===== src/rtl/queue_wr_arbiter.sv =====
// rtl/queue_wr_arbiter.sv - round-robin write-port arbiter for a shared queue
// Two producers share one queue write port; occupancy tracking gates grants at full.
module queue_wr_arbiter #(
   parameter int DATA_WIDTH = 8,
   parameter int DEPTH      = 8,
   parameter int CNT_W      = 4
) (
   input  logic                  clk_i,
   input  logic                  rst_i,
   input  logic                  reqA_i,
   input  logic [DATA_WIDTH-1:0] dataA_i,
   input  logic                  reqB_i,
   input  logic [DATA_WIDTH-1:0] dataB_i,
   input  logic                  rd_i,
   output logic                  grantA_o,
   output logic                  grantB_o,
   output logic                  sel_o,
   output logic                  wr_en_o,
   output logic [DATA_WIDTH-1:0] wr_data_o,
   output logic [CNT_W-1:0]      count_o,
   output logic                  full_o,
   output logic                  empty_o
);

   logic             r_prio;
   logic [CNT_W-1:0] r_count;

   logic w_full;
   logic w_empty;
   logic w_grant_a;
   logic w_grant_b;
   logic w_wr_en;
   logic w_sel;
   logic w_pop;

   // Flags come from the registered count only, so they never glitch with requests.
   assign w_full  = (r_count == CNT_W'(DEPTH));
   assign w_empty = (r_count == '0);

   // rst_i gates the grants directly so an in-flight grant drops within the cycle.
   assign w_grant_a = ~rst_i & ~w_full & reqA_i & (~reqB_i | ~r_prio);
   assign w_grant_b = ~rst_i & ~w_full & reqB_i & (~reqA_i |  r_prio);
   assign w_wr_en   = w_grant_a | w_grant_b;
   assign w_sel     = w_grant_b | (~w_wr_en & r_prio & ~rst_i);
   assign w_pop     = rd_i & ~w_empty;

   genvar g;
   generate
      for (g = 0; g < DATA_WIDTH; g++) begin : g_mux
         assign wr_data_o[g] = w_sel ? dataB_i[g] : dataA_i[g];
      end
   endgenerate

   always_ff @(posedge clk_i or posedge rst_i) begin
      if (rst_i) begin
         r_prio  <= 1'b0;
         r_count <= '0;
      end else begin
         if (w_grant_a)
            r_prio <= 1'b1;
         else if (w_grant_b)
            r_prio <= 1'b0;

         case ({w_wr_en, w_pop})
            2'b10:   r_count <= r_count + CNT_W'(1);
            2'b01:   r_count <= r_count - CNT_W'(1);
            default: r_count <= r_count;
         endcase
      end
   end

   assign grantA_o = w_grant_a;
   assign grantB_o = w_grant_b;
   assign sel_o    = w_sel;
   assign wr_en_o  = w_wr_en;
   assign count_o  = r_count;
   assign full_o   = w_full;
   assign empty_o  = w_empty;

endmodule


===== config.mk =====
export PLATFORM = sky130hd
export DESIGN_NAME = queue_wr_arbiter
export DESIGN_NICKNAME = d
export VERILOG_FILES = /design/src/rtl/queue_wr_arbiter.sv
export SDC_FILE = /design/constraint.sdc
export NUM_CORES = 1
export LEC_CHECK = 0
export ABC_CLOCK_PERIOD_IN_PS = 3200
export BUFFER_PORTS_ARGS = -buffer_cell sky130_fd_sc_hd__buf_2
export CAP_MARGIN = 10
export CORE_AREA = 2 2 39 41
export DETAILED_ROUTE_END_ITERATION = 8
export DIE_AREA = 0 0 41 43
export GPL_TIMING_DRIVEN = 0
export PLACE_DENSITY = 0.85
export SKIP_CTS_REPAIR_TIMING = 1
export SLEW_MARGIN = 10
export SYNTH_ARGS = -nofsm -noshare
export SYNTH_HDL_FRONTEND = slang
export SYNTH_SLANG_ARGS = --single-unit

===== constraint.sdc =====
create_clock -name clk_i -period 3.2 [get_ports clk_i]
set_input_delay 0.48 -clock clk_i [delete_from_list [all_inputs] [get_ports clk_i]]
set_output_delay 0.48 -clock clk_i [all_outputs]
set_load 0.03 [all_outputs]

# ---- Word level (Yosys, flattened, before mapping)
# Cells that the tools add are included.
dict set report word_totals {
  regBits 5
  input_bits 21
  word_cells 40
}
dict set report op_classes {
  n_addsub 2
  n_eq_ne 3
  n_mux 11
  bitwise_logic 19
  reduce_logical 3
}
# operator n
set op_table {}
lappend op_table {{2-to-1 mux 1 bit} 10}
lappend op_table {{bitwise AND 1 bit} 8}
lappend op_table {{case mux 4 bit (2 select lines)} 1}
lappend op_table {{inverter 1 bit} 7}
lappend op_table {{adder 4 x 1 -> 4 bit, second input constant} 1}
lappend op_table {{equality test 4 bit, second input constant} 1}
lappend op_table {{logical NOT 4 bit} 1}
lappend op_table {{OR 1 bit} 4}
lappend op_table {{nonzero test 2 bit} 2}
lappend op_table {{subtractor 4 x 1 -> 4 bit, second input constant} 1}
lappend op_table {{equality test 2 x 1 -> 1 bit, second input constant} 1}
lappend op_table {{equality test 2 bit, second input constant} 1}

# ---- Logic depth before layout (Yosys ltp)
# Gate-level depths: netlist (run 1).
dict set report logic_depth {
  word_depth 11
  ltp_mapped 9
  ltp_nobuf 9
}

# ---- Least setup slack after synthesis (run 1)
# No wires, ideal clock.
dict set report synth_timing {
  path_type {register to register}
  from {register r_count[2] (netlist: count_o[2])}
  to {register r_count[3] (netlist: count_o[3])}
  setup_ps 80
  t_arrival_ps 2902
  slack_ps 217
  path_stages_with_launch 9
  synth_period_minus_slack_ps 2983
  path_cell_list {dfrtp_1 nor4_1 nor2b_1 ha_1 ha_1 nand3_1 and3_1 nor3_1 xor2_1}
}
dict set report synth_between {
  elab_cells_between_ends 17
  cone_classes {add/sub (2); eq/ne (3); mux (1); bitwise (9); reduce/logical (2)}
}
# element line
set synth_rtl {}
lappend synth_rtl {{start, declared} 26} ;# logic [CNT_W-1:0] r_count;
lappend synth_rtl {{start signal, assigned} 65} ;# 2'b10: r_count <= r_count + CNT_W'(1);
lappend synth_rtl {{start signal, assigned} 66} ;# 2'b01: r_count <= r_count - CNT_W'(1);
lappend synth_rtl {{start signal, assigned} 67} ;# default: r_count <= r_count;
lappend synth_rtl {{logical NOT 4 bit (*)} 38} ;# assign w_empty = (r_count == '0);
lappend synth_rtl {{net empty_o} 22} ;# output logic empty_o
lappend synth_rtl {{inverter 1 bit (*)} 45} ;# assign w_pop = rd_i & ~w_empty;
lappend synth_rtl {{bitwise AND 1 bit (*)} 45}
lappend synth_rtl {{equality test 2 x 1 -> 1 bit / equality test 2 bit (equally long branches)} 64} ;# case ({w_wr_en, w_pop})
lappend synth_rtl {{case mux 4 bit (2 select lines) / nonzero test 2 bit (equally long branches)} -}
# The timed path passes the listed nets; every way through them passes the cells marked *.
# A chain may end at the register's enable or synchronous reset.

# ---- Final worst setup path (run 1)
dict set report layout_timing {
  from {register r_count[2] (netlist: count_o[2])}
  to {output wr_data_o[7]}
}
dict set report layout_between {
  elab_chain_len 11
  elab_cells_between_ends 13
  cone_classes {eq/ne (1); mux (1); bitwise (11)}
}
# element line
set layout_lines {}
lappend layout_lines {{equality test 4 bit (*)} 37} ;# assign w_full = (r_count == CNT_W'(DEPTH));
lappend layout_lines {{inverter 1 bit (*)} {41, 42}}
lappend layout_lines {{bitwise AND 1 bit (*)} {41, 42}}
lappend layout_lines {{bitwise AND 1 bit, on equally long branches (2 in a row)} {41, 42}}
lappend layout_lines {{OR 1 bit} 43} ;# assign w_wr_en = w_grant_a | w_grant_b;
lappend layout_lines {{inverter 1 bit} 44} ;# assign w_sel = w_grant_b | (~w_wr_en & r_prio & ~rst_i);
lappend layout_lines {{bitwise AND 1 bit (2 in a row)} 44}
lappend layout_lines {{OR 1 bit (*)} 44}
lappend layout_lines {{2-to-1 mux 1 bit (*)} 50} ;# assign wr_data_o[g] = w_sel ? dataB_i[g] : dataA_i[g];
lappend layout_lines {{end, declared} 19} ;# output logic [DATA_WIDTH-1:0] wr_data_o,
# Every way passes the cells marked *; elsewhere a longest branch is shown, timed or not.

==> results of run 1 <==
[final timing paths]
check	endpoint	slack (ps)	cells past startpoint
max in group asynchronous	count_o[0]	2840	2
worst min-delay path	r_prio	190	2
worst max register to register	count_o[3]	710	9
worst max-delay path	wr_data_o[7]	640	5
worst min register to register	count_o[3]	520	1
min in group clk_i	count_o[3]	520	1
[logic make-up after synthesis]
logic type / count (synthesis) / synth area share [%]
buf+inv: 7 / 5.33
flops: 5 / 25.4
simple gates: 12 / 15.7
xor+xnor: 3 / 5.33
fa+ha+maj: 4 / 11.7
mux: 9 / 20.3
compound gates: 10 / 16.2
[sequential cells by signal, summed over array words and instances (netlist names)]
signal	count
count_o	4
r_prio	1
[worst reg2reg max path, delay by kind of cell (launching register included)]
| kind | cells | cell delay, ps |
|---|---|---|
| AOI/OAI and AO/OA | 3 | 450 |
| and+or+nand+nor | 3 | 820 |
| DFF | 1 | 450 |
| xor gates and xnor gates | 1 | 160 |
| adders and majority gates | 2 | 540 |
[final cells by class]
cell class / instances / area [um2]
multi-input combinational: 38 / 342
tap: 16 / 20.0
sequential: 5 / 125
clock buffer: 4 / 26.3
fill: 127 / 654
timing repair buffer: 38 / 190
inverter: 7 / 26.3
[stage by stage]
| stage | hold WS (ps) | instance area (um2) | utilization [%] | power [W] | cells |
|---|---|---|---|---|---|
| after floorplan | 259 | 493 | - | 0.000471 | 50 |
| after global placement | 431 | 703 | 50.8 | 0.000565 | 104 |
| after detailed placement | 444 | 703 | 50.8 | 0.000582 | 104 |
| after CTS | 184 | 729 | 52.7 | 0.000657 | 108 |
| after global routing | 204 | 729 | 52.7 | 0.000707 | 108 |
| final | 194 | 729 | 52.7 | 0.000646 | 108 |
[synth_stat cells, drive strengths merged]
library cell and n:
mux2i 1, dfrtp 5, o2bb2ai 1, nor2 2, xnor2 1, nor4b 1, inv 7, nand2 3
nor4 2, xor2 2, and3 1, nor2b 1, nand3 1, ha 3, a21oi 5, o21ai 4
fa 1, nor3 1, mux2 8
[power by group through the flow]
| stage | Sequential, W | Clock [W] | Combinational [W] |
|---|---|---|---|
| 3_3_place_gp | 0.000152 | 0 | 0.000413 |
| 4_1_cts | 0.000156 | 0.0000749 | 0.000427 |
| 6_report | 0.000154 | 0.0000708 | 0.000421 |
| 3_5_place_dp | 0.000156 | 0 | 0.000426 |
| 2_1_floorplan | 0.000195 | 0 | 0.000276 |
| 5_1_grt | 0.000164 | 0.0000778 | 0.000466 |
[per-layer routing]
layer  vias up  track usage [%]  share of wire [%]
met4         0             8.00                  0
met3         0             3.14                 16
met5         -                0                  0
met1       240             14.1                 36
li1        261                -                  -
met2        37             25.6                 48
==> flow_summary.ini, run 1 <==
[clock_network]
htreeDepth = 1
cts_tree = yes
ctsRootBufferMaster = clkbuf_4
cts_made_buffers = 3
clk_pin_slew_worst_paths_ps = 40
clk_path_buf_depth = 2
clock-sinks = 5
clk_latency_ps = 240

[finish]
areaGrowthSynthToFinish_pct = 48.0
mostFrequentLayoutCell = buf_2
layout.nets = 118
drive_gt1_share_pct = 57.6
n_antenna_cell = 0
mostFrequentLayoutCells = buf_2, mux2_2, inv_1

[detailed_routing]
drt_iter0_drc = 4
avgViaCountPerCell = 4.98
num_vias = 538
drt_wl_total_mm = 1.18
routedWlPerCell_um = 11.0
ant_nets = 0
first_pass_iters = 4
drc = 0

[yosys]
ys_ff_latch = 5
synth.net_count = 75
synth_cell_types = 20
synth_top_area_share_pct = 25.4
yosysSeqAreaShare_pct = 25.4
avgSynthCellArea_um2 = 9.86
yosys-top-cells-area = dfrtp_1, mux2_2, ha_1
yosysTopAreaCell = dfrtp_1
netlist_instances = 50
yosysWarnings = 0
syn_area_um2 = 493

[die]
num_io_pins = 39
core.rowCount = 14
die_area_um2 = 1760
die_w_um = 41
die_h_um = 43
initial_core_util_pct = 35.6
core-area_um2 = 1380

[sta]
final.setup_skew_ps = 1.21
rsz0062_at_grt = false
finalCritPeriodShare_pct = 80.1
fin_crit_ps = 2560
slew_violations = 0
slew_headroom_pct = 73.6
tightest_slew_ps = 395
setup_tns_ps = 0
setup_ws_ps = 636
setup_viol = 0
hold_violations = 0
fmaxAchievable_ghz = 0.390

[power_and_ir_drop]
vdd_drop_max_v = 0.000468
seq_power_share_pct = 23.9
comb_power_share_pct = 65.2
p_per_area_nw_per_um2 = 886
leakage_nw = 0.393
p_sw_share_pct = 52.7
pwr-share-clk_pct = 11.0
p_int_w = 0.000306
power_switching_w = 0.000340

[place]
port_buffers = 38
dp_hpwl_mm = 1.02
place_ws_ps = 724
gp_congestion = 0.757

[outcome]
outcome = completed

[worst_setup_path]
crit_start = count_o[2]
r2r_start = count_o[2]
path_buf_inv = 1
start_kind = register
crit_arrival_ps = 2080
cp_data_required_time_ps = 2720
critPathMaxFanout = 9
crit_path_end_kind = output pin
path_class = register to output pin
cp_cell_sequence = nor4b_4, o21ai_2, o2bb2ai_4, mux2_2, buf_2
cp_top_family = simple AND/OR/NAND/NOR gates
cpPeakStageDelay_ps = 460
cp_slowest_cell = nor4b_4

[global_routing]
antenna_found_initial = 0
first_global_vias = 467
grt_max_degree = 10
grtUsageTotal_pct = 14.5
grt_overflow = 0
grt_pass1_wl_mm = 1.70

[flow_run]
drv_cap = 0

[hold_path]
worstHoldPathType = input pin to asynchronous set/reset pin
No activity file was read; power rests on OpenSTA's default activity.
==> run 2: changes to the inputs <==
--- a/config.mk
+++ b/config.mk
@@ -5,14 +5,13 @@
 export SDC_FILE = /design/constraint.sdc
 export NUM_CORES = 1
 export LEC_CHECK = 0
-export ABC_CLOCK_PERIOD_IN_PS = 3200
+export ABC_CLOCK_PERIOD_IN_PS = 2300
 export BUFFER_PORTS_ARGS = -buffer_cell sky130_fd_sc_hd__buf_2
 export CAP_MARGIN = 10
-export CORE_AREA = 2 2 39 41
+export CORE_UTILIZATION = 34
 export DETAILED_ROUTE_END_ITERATION = 8
-export DIE_AREA = 0 0 41 43
 export GPL_TIMING_DRIVEN = 0
-export PLACE_DENSITY = 0.85
+export PLACE_DENSITY = 0.83
 export SKIP_CTS_REPAIR_TIMING = 1
 export SLEW_MARGIN = 10
 export SYNTH_ARGS = -nofsm -noshare
==> constraint.sdc (replaced) <==
create_clock -name clk_i -period 2.3 [get_ports clk_i]
set_input_delay 0.345 -clock clk_i [delete_from_list [all_inputs] [get_ports clk_i]]
set_output_delay 0.345 -clock clk_i [all_outputs]
set_load 0.03 [all_outputs]
==> run 2 against run 1 <==
  * The flow now finishes with violations (negative setup slack)
  * Design area increased by 33%
  * Global-route usage is 1.3 points higher
  * Cell count up 10%
  * Via count is 10% higher
  * Combinational power grew 120%
  * Non-clock buffer count rose by 11
  * Worst hold slack got worse by 110 ps
  * Register-to-register slack lost 670 ps
  * Critical endpoint is now wr_data_o[6]
==> flow_summary.ini, run 2 (synthesis gave the netlist of run 1 again) <==
[worst_setup_path]
cpPeakStageDelay_ps = 420
crit_path_end_kind = output pin
critPathMaxFanout = 5
crit_arrival_ps = 1960
path_class = register to output pin
r2r_setup_slack_ps = 40
start_kind = register
cp_data_required_time_ps = 1960
cp_slowest_cell = dfrtp_2
cp_cell_sequence = nor4b_4, o21ai_2, o2bb2ai_4, mux2_4, buf_6

[finish]
largest_reg_flops = 4
n_antenna_cell = 0
drive_gt1_share_pct = 72.1
layout.nets = 130
final_cell_area_um2 = 972
areaGrowthSynthToFinish_pct = 97.2
mostFrequentLayoutCells = buf_2, buf_4, mux2_4, buf_6, inv_1
mostFrequentLayoutCell = buf_2
final_core_util_pct = 73.8

[clock_network]
cts_tree = yes
clock-sinks = 5
clk_latency_ps = 240
clk_path_buf_depth = 2
htreeDepth = 1
clk_pin_slew_worst_paths_ps = 40
ctsRootBufferMaster = clkbuf_4
cts_made_buffers = 3

[global_routing]
grt_max_degree = 10
grt_pass1_wl_mm = 1.66
first_global_vias = 407
antenna_found_initial = 0
grtUsageTotal_pct = 15.8
grt_overflow = 0

[sta]
final.setup_skew_ps = 5.56
setup_viol = 1
slew_violations = 0
tightest_slew_ps = 411
fmaxAchievable_ghz = 0.433
finalCritPeriodShare_pct = 100
hold_violations = 0
setup_ws_ps = -9.00
fin_crit_ps = 2310
rsz0062_at_grt = true
slew_headroom_pct = 72.5

[detailed_routing]
avgViaCountPerCell = 4.99
wl_met3_um = 73
top_layer_used = met4
ant_nets = 0
first_pass_iters = 4
routedWlPerCell_um = 14.2
wl_met1_um = 675
num_vias = 594
drt_wl_total_mm = 1.69
drc = 0
drt_iter0_drc = 25
wl_met2_um = 925

[die]
core.rowCount = 13
core-area_um2 = 1320
die_w_um = 40.1
die_area_um2 = 1610
num_io_pins = 39
initial_core_util_pct = 37.4
die_h_um = 40.1

[place]
placed_area_um2 = 756
place_ws_ps = 3.06
port_buffers = 38
dp_hpwl_mm = 1.07
gp_congestion = 0.728

[power_and_ir_drop]
power_w = 0.00123
vdd_drop_max_v = 0.000743
leakage_nw = 0.501
p_per_area_nw_per_um2 = 1260

[hold_path]
worstHoldPathType = input pin to asynchronous set/reset pin

[flow_run]
drv_cap = 0

[outcome]
violations = negative setup slack
outcome = finished with violations
## run 2: changes by cell type in the layout (fill, tap and decap cells not counted), moves of 8 or more
cell	delta
buf_6	+8
buf_4	+11
mux2_2	-8
mux2_4	+8
buf_2	-8
## run 2: worst paths after layout
path	end	startpoint	depth (start not counted)
worst min register to register	count_o[3]	count_o[3]	1
min in group clk_i	r_prio	reqA_i	3
worst max register to register	count_o[3]	count_o[1]	9
worst min-delay path	r_prio	rst_i	2
worst max-delay path	wr_data_o[6]	count_o[1]	5
max in group asynchronous	count_o[2]	rst_i	2
## run 2: per-layer routing
metal,vias up,global-route usage [%]
met2,17,24.2
met4,0,2.59
met5,-,0
met3,2,6.67
met1,285,20.7
li1,290,-
## run 2: critical path, delay by kind of cell (launching register included)
family	cells	cell delay, ps
buffers and inverters	1	140
flip-flops	1	420
AND/OR/NAND/NOR	1	350
AO/OA/AOI/OAI	2	450
multiplexers	1	340
## run 2: final cells by class
type	instances	area, um2
well taps	15	18.8
inverters	7	26.3
flip-flops and latches	5	130
clock buffers	4	26.3
fillers	94	345
multi-input cells	39	448
repair buffers	49	323
## run 2: power breakdown
| part | internal (W) | leakage (nW) | switching (W) |
|---|---|---|---|
| sequential | 0.000144 | 0.0542 | 0.0000699 |
| combinational | 0.000425 | 0.432 | 0.000490 |
| clock | 0.0000655 | 0.0150 | 0.0000344 |
| total | 0.000634 | 0.501 | 0.000595 |
## run 2: through the flow
stage,cells,hold WS [ps],setup TNS [ps]
after floorplan,50,123,-1610
after global placement,103,295,0
after detailed placement,103,311,0
after CTS,107,51.2,-1330
after global routing,119,93.7,-553
final,119,80.5,-9.00
